## config.mk

```make
export PLATFORM = sky130hd
export DESIGN_NAME = ex_stage
export DESIGN_NICKNAME = d
export VERILOG_FILES = /design/src/rtl/ex_stage.sv
export SDC_FILE = /design/constraint.sdc
export NUM_CORES = 1
export LEC_CHECK = 0
export CORE_MARGIN = 2
export CORE_UTILIZATION = 51
export CTS_CLUSTER_DIAMETER = 40
export CTS_CLUSTER_SIZE = 28
export DETAILED_ROUTE_END_ITERATION = 6
export HOLD_SLACK_MARGIN = 0.05
export PLACE_DENSITY = 0.83
export SLEW_MARGIN = 5
export SYNTH_ARGS = -nofsm -noshare
export SYNTH_HDL_FRONTEND = slang
export SYNTH_SLANG_ARGS = --single-unit
```

## constraint.sdc

```tcl
create_clock -name clk -period 6.1 [get_ports clk]
set_clock_uncertainty 0.15 [all_clocks]
set_input_delay 0.61 -clock clk [delete_from_list [all_inputs] [get_ports clk]]
set_output_delay 0.61 -clock clk [all_outputs]
set_load 0.01 [all_outputs]
```

## src/rtl/ex_stage.sv

```systemverilog
// Execute stage: operand forwarding, ALU, branch compare, EX/MEM register.
// Define EX_MUL_EN to build the iterative shift-add multiplier (op 9) and its stall FSM.
module ex_stage #(
  parameter int DATA_W     = 16,
  parameter int REG_ADDR_W = 5
) (
  input  logic                  clk,
  input  logic                  rst,
  input  logic                  i_valid,
  input  logic [5:0]            i_alu_mode,
  input  logic [DATA_W-1:0]     i_op_a,
  input  logic [DATA_W-1:0]     i_op_b,
  input  logic [DATA_W-1:0]     i_imm,
  input  logic [REG_ADDR_W-1:0] i_src1,
  input  logic [REG_ADDR_W-1:0] i_src2,
  input  logic [REG_ADDR_W-1:0] i_write_reg,
  input  logic                  i_reg_write,
  input  logic                  i_mem_to_reg,
  input  logic                  i_mem_write,
  input  logic                  i_mem_read,
  input  logic                  i_branch,
  input  logic                  i_fwd_mem_we,
  input  logic [REG_ADDR_W-1:0] i_fwd_mem_reg,
  input  logic [DATA_W-1:0]     i_fwd_mem_data,
  input  logic                  i_fwd_wb_we,
  input  logic [REG_ADDR_W-1:0] i_fwd_wb_reg,
  input  logic [DATA_W-1:0]     i_fwd_wb_data,
  output logic                  o_stall,
  output logic                  o_valid,
  output logic [DATA_W-1:0]     o_alu_result,
  output logic [DATA_W-1:0]     o_store_data,
  output logic [REG_ADDR_W-1:0] o_write_reg,
  output logic                  o_reg_write,
  output logic                  o_mem_to_reg,
  output logic                  o_mem_write,
  output logic                  o_mem_read,
  output logic                  o_branch_taken
);

  localparam int SH_W = $clog2(DATA_W);

  localparam logic [3:0] OP_ADD = 4'd0;
  localparam logic [3:0] OP_SUB = 4'd1;
  localparam logic [3:0] OP_AND = 4'd2;
  localparam logic [3:0] OP_OR  = 4'd3;
  localparam logic [3:0] OP_XOR = 4'd4;
  localparam logic [3:0] OP_SLL = 4'd5;
  localparam logic [3:0] OP_SRL = 4'd6;
  localparam logic [3:0] OP_SRA = 4'd7;
  localparam logic [3:0] OP_SLT = 4'd8;
  localparam logic [3:0] OP_MUL = 4'd9;

  logic [3:0]        op;
  logic [DATA_W-1:0] fwd_a, fwd_b, opnd_b, alu_res, res_sel;
  logic [SH_W-1:0]   shamt;
  logic              unused_mode;

  assign op          = i_alu_mode[3:0];
  assign unused_mode = i_alu_mode[4];

  // EX/MEM candidate is younger than MEM/WB, so it wins; r0 is never forwarded.
  always_comb begin
    fwd_a = i_op_a;
    if (i_fwd_mem_we && i_fwd_mem_reg == i_src1 && i_src1 != '0)
      fwd_a = i_fwd_mem_data;
    else if (i_fwd_wb_we && i_fwd_wb_reg == i_src1 && i_src1 != '0)
      fwd_a = i_fwd_wb_data;

    fwd_b = i_op_b;
    if (i_fwd_mem_we && i_fwd_mem_reg == i_src2 && i_src2 != '0)
      fwd_b = i_fwd_mem_data;
    else if (i_fwd_wb_we && i_fwd_wb_reg == i_src2 && i_src2 != '0)
      fwd_b = i_fwd_wb_data;
  end

  assign opnd_b = i_alu_mode[5] ? i_imm : fwd_b;
  assign shamt  = opnd_b[SH_W-1:0];

  always_comb begin
    alu_res = '0;
    case (op)
      OP_ADD: alu_res = fwd_a + opnd_b;
      OP_SUB: alu_res = fwd_a - opnd_b;
      OP_AND: alu_res = fwd_a & opnd_b;
      OP_OR:  alu_res = fwd_a | opnd_b;
      OP_XOR: alu_res = fwd_a ^ opnd_b;
      OP_SLL: alu_res = fwd_a << shamt;
      OP_SRL: alu_res = fwd_a >> shamt;
      OP_SRA: alu_res = $signed(fwd_a) >>> shamt;
      OP_SLT: alu_res[0] = $signed(fwd_a) < $signed(opnd_b);
      default: alu_res = '0;
    endcase
  end

`ifdef EX_MUL_EN
  localparam logic [1:0] ST_IDLE = 2'd0;
  localparam logic [1:0] ST_BUSY = 2'd1;
  localparam logic [1:0] ST_DONE = 2'd2;

  logic [1:0]        state;
  logic [SH_W-1:0]   cnt;
  logic [DATA_W-1:0] mul_a, mul_b, acc;
  logic              mul_start;

  assign mul_start = (state == ST_IDLE) && i_valid && (op == OP_MUL);
  assign o_stall   = !rst && (mul_start || state == ST_BUSY);
  assign res_sel   = (state == ST_DONE) ? acc : alu_res;

  always_ff @(posedge clk) begin
    if (rst) begin
      state <= ST_IDLE;
      cnt   <= '0;
      mul_a <= '0;
      mul_b <= '0;
      acc   <= '0;
    end else begin
      case (state)
        ST_IDLE: if (mul_start) begin
          mul_a <= fwd_a;
          mul_b <= opnd_b;
          acc   <= '0;
          cnt   <= '0;
          state <= ST_BUSY;
        end
        ST_BUSY: begin
          if (mul_b[cnt]) acc <= acc + (mul_a << cnt);
          cnt <= cnt + 1'b1;
          if (cnt == SH_W'(DATA_W - 1)) state <= ST_DONE;
        end
        ST_DONE: state <= ST_IDLE;
        default: state <= ST_IDLE;
      endcase
    end
  end
`else
  assign o_stall = 1'b0;
  assign res_sel = alu_res;
`endif

  // Data outputs still load while idle so they stay deterministic; only controls are gated.
  always_ff @(posedge clk) begin
    if (rst) begin
      o_valid        <= 1'b0;
      o_alu_result   <= '0;
      o_store_data   <= '0;
      o_write_reg    <= '0;
      o_reg_write    <= 1'b0;
      o_mem_to_reg   <= 1'b0;
      o_mem_write    <= 1'b0;
      o_mem_read     <= 1'b0;
      o_branch_taken <= 1'b0;
    end else begin
      o_alu_result <= res_sel;
      o_store_data <= fwd_b;
      o_write_reg  <= i_write_reg;
      if (i_valid && !o_stall) begin
        o_valid        <= 1'b1;
        o_reg_write    <= i_reg_write;
        o_mem_to_reg   <= i_mem_to_reg;
        o_mem_write    <= i_mem_write;
        o_mem_read     <= i_mem_read;
        o_branch_taken <= i_branch && (fwd_a == fwd_b);
      end else begin
        o_valid        <= 1'b0;
        o_reg_write    <= 1'b0;
        o_mem_to_reg   <= 1'b0;
        o_mem_write    <= 1'b0;
        o_mem_read     <= 1'b0;
        o_branch_taken <= 1'b0;
      end
    end
  end

endmodule
```

==> results of run 1 <==
cell families after synthesis:
| kind of cell | Yosys count | synth area share, % |
|---|---|---|
| simple gates | 341 | 25.2 |
| other cells | 1 | 0.0577 |
| compound gates | 287 | 30.5 |
| mux | 40 | 6.93 |
| buf+inv | 110 | 6.77 |
| xor+xnor | 47 | 6.33 |
| fa+ha+maj | 56 | 11.0 |
| flops | 43 | 13.2 |
critical path: cells and delay by family:
kind                       cells  cell delay (ps)
and+or+nand+nor                6             1420
buffers and inverters          4              890
adders and majority gates      1              230
AOI/OAI and AO/OA              8             2440
muxes                          1              140
layout make-up:
type                       instances  area, µm²
sequential                        43        861
inverter                          48        181
timing repair buffer             212       2000
clock buffer                       5        125
fill                            1124       3870
clock inverter                     3       46.3
tap                              172        215
multi-input combinational        772       5220
per-layer routing:
layer	wire length [µm]	global-route usage, %
met5	0	0
met2	12500	66.8
met1	10500	49.8
met4	1830	23.2
met3	3050	9.68
through the flow:
| step | cells | utilization (%) | total power (W) | hold slack [ps] | area (µm²) |
|---|---|---|---|---|---|
| finish | 1255 | 69.1 | 0.00141 | 712 | 8640 |
| CTS | 1255 | 69.1 | 0.00139 | 712 | 8640 |
| floorplan | 925 | - | 0.000759 | 532 | 6500 |
| global route | 1255 | 69.1 | 0.00147 | 720 | 8640 |
| global placement | 1247 | 67.7 | 0.00106 | 1020 | 8470 |
| detailed placement | 1247 | 67.7 | 0.00106 | 1020 | 8470 |
final timing paths:
path / endpoint / cells after the start / slack (ps)
hold / removal: o_write_reg[4] / 2 / 710
setup / recovery: o_alu_result[13] / 20 / 420
cells in the final DEF, fill, tap and decap left out, types with 6 or more instances in the layout:
cell               n
clkdlybuf4s50_1  162
nand2_1          110
nor2_1            76
o21ai_0           65
ha_1              54
buf_4             50
dfxtp_1           43
inv_1             42
a21oi_1           38
xnor2_1           35
nor3_1            31
mux2i_1           30
nor2b_1           29
a31oi_1           26
nand3_1           21
o31ai_1           20
nand4_1           19
o211ai_1          18
a211oi_1          16
and2_1            13
xor2_1            12
o22ai_1            9
a221oi_1           9
nor4_1             7
or2_2              6
nand2b_1           6
power breakdown:
group,internal [W],total [W],switching [W]
clock network,0.000195,0.000326,0.000131
registers,0.000297,0.000301,0.00000416
logic,0.000327,0.000786,0.000459
==> reports/metrics.yaml, run 1 <==
yosysWarnings: 0
synth.top_cell.area_share_pct: 13.2
setup-tns-final_ps: 0
antenna_found_initial: 0
setup_violations: 0
tritoncts: "yes"
holdCritStartpoint: "i_write_reg[4]"
arrival_ps: 5750
synth-seq-cells: 43
grt_pass1_wl_um: 42500
antenna_cells: 0
relSlewSlack_pct: 30.2
synth_nets: 1102
slowest_stage: "o41ai_1"
cts.sinks: 43
fmax_mhz: 176
synth_area_leader_cell: "dfxtp_1"
drt-initial-drc-count: 1023
chipHeight_um: 117
slew_viol_final: 0
drv_cap: 0
io-pin-count: 165
synth.most_common_cell: "nand2_1"
via_per_inst: 6.37
numCtsBuffers: 5
firstDrtPassIters: 5
path_class: "in -> reg"
hold_viol: 0
drtAntennaViolNets: 0
core.rowCount: 41
end_kind: "flop"
period_share_pct: 93.0
p_leak_nw: 3.33
synth_area_um2: 6500
track_usage_pct: 41.1
grt-ovfl-total: 0
fin_ws_ps: 425
finalWirelength_um: 27800
io_buffers: 162
synth_common_cells: "110 x nand2_1, 76 x nor2_1, 65 x o21ai_0"
startpoint: "i_src2[3]"
fp.dieW_um: 117
synth.distinct_cells: 79
postCtsSetupRepairBufs: 0
slowest_delay_ps: 690
seq_area_frac_synth_pct: 13.2
ir_drop_uv: 133
avgSynthCellArea_um2: 7.03
initial_utilization_pct: 51.9
grt_max_degree: 38
cts_buffer_depth: 2
clkTransAtPathRegs_ps: 70
place.gp.congestion: 1.07
grt_pass1_vias: 7715
avgRoutedWirePerCell_um: 22.2
synth_cells: 925
cts_max_level: 2
hp-class: "in -> reg"
critPathMaxFanout: 8
dp_slack_ps: 388
required_ps: 6180
status: "finished clean"
ys.flop_type: "dfxtp_1"
synth_area_leaders: "dfxtp_1 13%, ha_1 10%, nand2_1 6.4%"
cts_resized: 0
drc: 0
ctsHoldBuffers: 0
hpwl_um: 22000
rsz0062_at_grt: "false"
path_cells: "clkdlybuf4s50_1, or4_1, nor2_1, nor3_2, buf_4, mux2i_1, o21ai_0, nand2_1, nand2_1, inv_1, ha_1, o41ai_1, o41ai_1, o41ai_1, nor2_1, o21ai_0, a221o_1, o21ai_0, buf_4, a31oi_1"
start_kind: "primary input"
dieArea_um2: 13700
core_area_um2: 12500
drive_gt1_share_pct: 8.96
synth-edff-count: 0
via_count: 7996
syn_to_final_growth_pct: 32.9
async_flop_share_pct: 0
min_period_ps: 5680
nets: 1259
cts_root_buffer: "clkbuf_16"
powerDensity_nw_per_um2: 163
tightestPinTransition_ps: 1040
Note: power is estimated with default switching activity, not from simulation.
==> run 2, diff against run 1 <==
--- a/config.mk
+++ b/config.mk
@@ -6,12 +6,12 @@
 export NUM_CORES = 1
 export LEC_CHECK = 0
 export CORE_MARGIN = 2
-export CORE_UTILIZATION = 51
+export CORE_UTILIZATION = 45
 export CTS_CLUSTER_DIAMETER = 40
 export CTS_CLUSTER_SIZE = 28
 export DETAILED_ROUTE_END_ITERATION = 6
 export HOLD_SLACK_MARGIN = 0.05
-export PLACE_DENSITY = 0.83
+export PLACE_DENSITY_LB_ADDON = 0.12
 export SLEW_MARGIN = 5
 export SYNTH_ARGS = -nofsm -noshare
 export SYNTH_HDL_FRONTEND = slang
==> run 2 against run 1 <==
Compared with the run above:
- non-clock buffer count rose by 13
- sequential cell count did not move
- via count fell by 0.80%
- clock power is 14% higher
- critical path depth stayed put
- core utilization is 6.1 points lower
- fmax increased by 4.1%
- cell count grew 1.7%
- wire length down 1.2%
- worst setup slack better by 220 ps
- combinational power up 1%
- global-route usage fell by 5.3 points
- critical path type unchanged
- critical endpoint is now o_alu_result[0]
==> reports/metrics.yaml, run 2 (synthesized netlist as in run 1, its figures left out) <==
syn_to_final_growth_pct: 35.4
path_delay_family: "compound AO/OA/AOI/OAI gates"
slew_viol_final: 0
end_kind: "flop"
setup-tns-final_ps: 0
final_common_cell: "clkdlybuf4s50_1"
drive_gt1_share_pct: 10.0
cts_max_level: 2
antenna_found_initial: 0
n_fill_cell: 1304
slowest_delay_ps: 600
via_per_inst: 6.22
antenna_cells: 0
ctsHoldBuffers: 0
required_ps: 6170
grt_max_degree: 38
critPathMaxFanout: 6
final_cell_mix: "162 x clkdlybuf4s50_1, 110 x nand2_1, 76 x nor2_1"
cts_buffer_depth: 2
rsz0062_at_grt: "false"
powerDensity_nw_per_um2: 167
hold_end: "o_write_reg[3]"
multi_input_area_um2: 5220
placed_area_um2: 8600
fp.dieW_um: 124
fmax_mhz: 183
min_period_ps: 5450
setup_violations: 0
dp_slack_ps: 386
drc: 0
drtAntennaViolNets: 0
io_buffers: 162
initial_utilization_pct: 46.5
core.rowCount: 43
core_area_um2: 14000
firstDrtPassIters: 6
ir_drop_uv: 102
tightestPinTransition_ps: 1060
path_cells: "clkdlybuf4s50_1, or4_1, nor2_1, nor3_2, mux2i_1, a21oi_1, buf_4, inv_1, ha_1, fa_1, nor2b_1, o21ai_0, a21oi_1, o22ai_1, o22ai_1, o221a_2, a221oi_1, o2111ai_1, o311a_1, a221oi_1"
relSlewSlack_pct: 29.4
dieArea_um2: 15400
chipHeight_um: 124
numCtsBuffers: 5
finalWirelength_um: 27500
grt_pass1_vias: 7327
cts_root_buffer: "clkbuf_16"
seq_area_um2: 861
avgRoutedWirePerCell_um: 21.5
path_class: "in -> reg"
grt_pass1_wl_um: 41300
hold_viol: 0
cts.sinks: 43
drt-initial-drc-count: 1180
hpwl_um: 22200
tritoncts: "yes"
slowest_stage: "or4_1"
hp-class: "in -> reg"
drv_cap: 0
clkTransAtPathRegs_ps: 70
arrival_ps: 5520
io-pin-count: 165
track_usage_pct: 35.8
fin_ws_ps: 649
holdCritStartpoint: "i_write_reg[3]"
cts_resized: 0
cp_num_buf_inv: 3
hold_depth: 2
via_count: 7932
place.gp.congestion: 1.02
start_kind: "primary input"
hold_ws_ps: 705
nets: 1272
grt-ovfl-total: 0
postCtsSetupRepairBufs: 0
p_leak_nw: 3.41
stdcell_area_um2: 8800
status: "finished clean"
period_share_pct: 89.4
==> run 2: cell type report <==
type,instances,share of cell area [%]
clock inverter,3,0.810
tap,180,2.56
sequential,43,9.78
timing repair buffer,225,24.1
clock buffer,5,1.42
inverter,48,2.06
multi-input combinational,772,59.3
==> run 2: worst max path at each step <==
| stage | start | end | slack, ps | cells after the start |
|---|---|---|---|---|
| after floorplan | i_src2[2] | o_alu_result[15] | 1070 | 19 |
| after global placement | i_src1[0] | o_alu_result[0] | 470 | 20 |
| after detailed placement | i_src1[0] | o_alu_result[10] | 390 | 17 |
| after CTS | i_src1[0] | o_alu_result[10] | 680 | 17 |
| after global routing | i_src1[0] | o_alu_result[13] | 310 | 19 |
| final | i_src1[0] | o_alu_result[0] | 650 | 20 |
==> run 2: power by group <==
part	internal [W]	switching, W	total [W]	leakage (nW)
registers	0.000297	0.00000372	0.000300	0.355
clock network	0.000238	0.000134	0.000372	0.0959
logic	0.000341	0.000454	0.000795	2.96
total	0.000876	0.000592	0.00147	3.41
==> run 2: metal layers <==
layer | vias to the layer above | part of all wire (%) | GRT usage [%]
met2 | 471 | 43 | 56.1
met1 | 3648 | 42 | 48.0
li1 | 3732 | - | -
met5 | - | 0 | 0
met4 | 0 | 3.8 | 12.0
met3 | 81 | 11 | 8.47
==> run 2: through the flow <==
stage	util, %	cells	power [W]
finish	62.9	1276	0.00147
global route	62.9	1276	0.00153
CTS	62.9	1276	0.00145
detailed placement	61.5	1268	0.00107
global placement	61.5	1268	0.00107
floorplan	-	925	0.000759
==> run 3, diff against run 2 <==
--- a/config.mk
+++ b/config.mk
@@ -12,6 +12,7 @@
 export DETAILED_ROUTE_END_ITERATION = 6
 export HOLD_SLACK_MARGIN = 0.05
 export PLACE_DENSITY_LB_ADDON = 0.12
+export SKIP_LAST_GASP = 1
 export SLEW_MARGIN = 5
 export SYNTH_ARGS = -nofsm -noshare
 export SYNTH_HDL_FRONTEND = slang
==> results of run 3 <==
Final layout, timing and power as in run 2 (identical DEF).
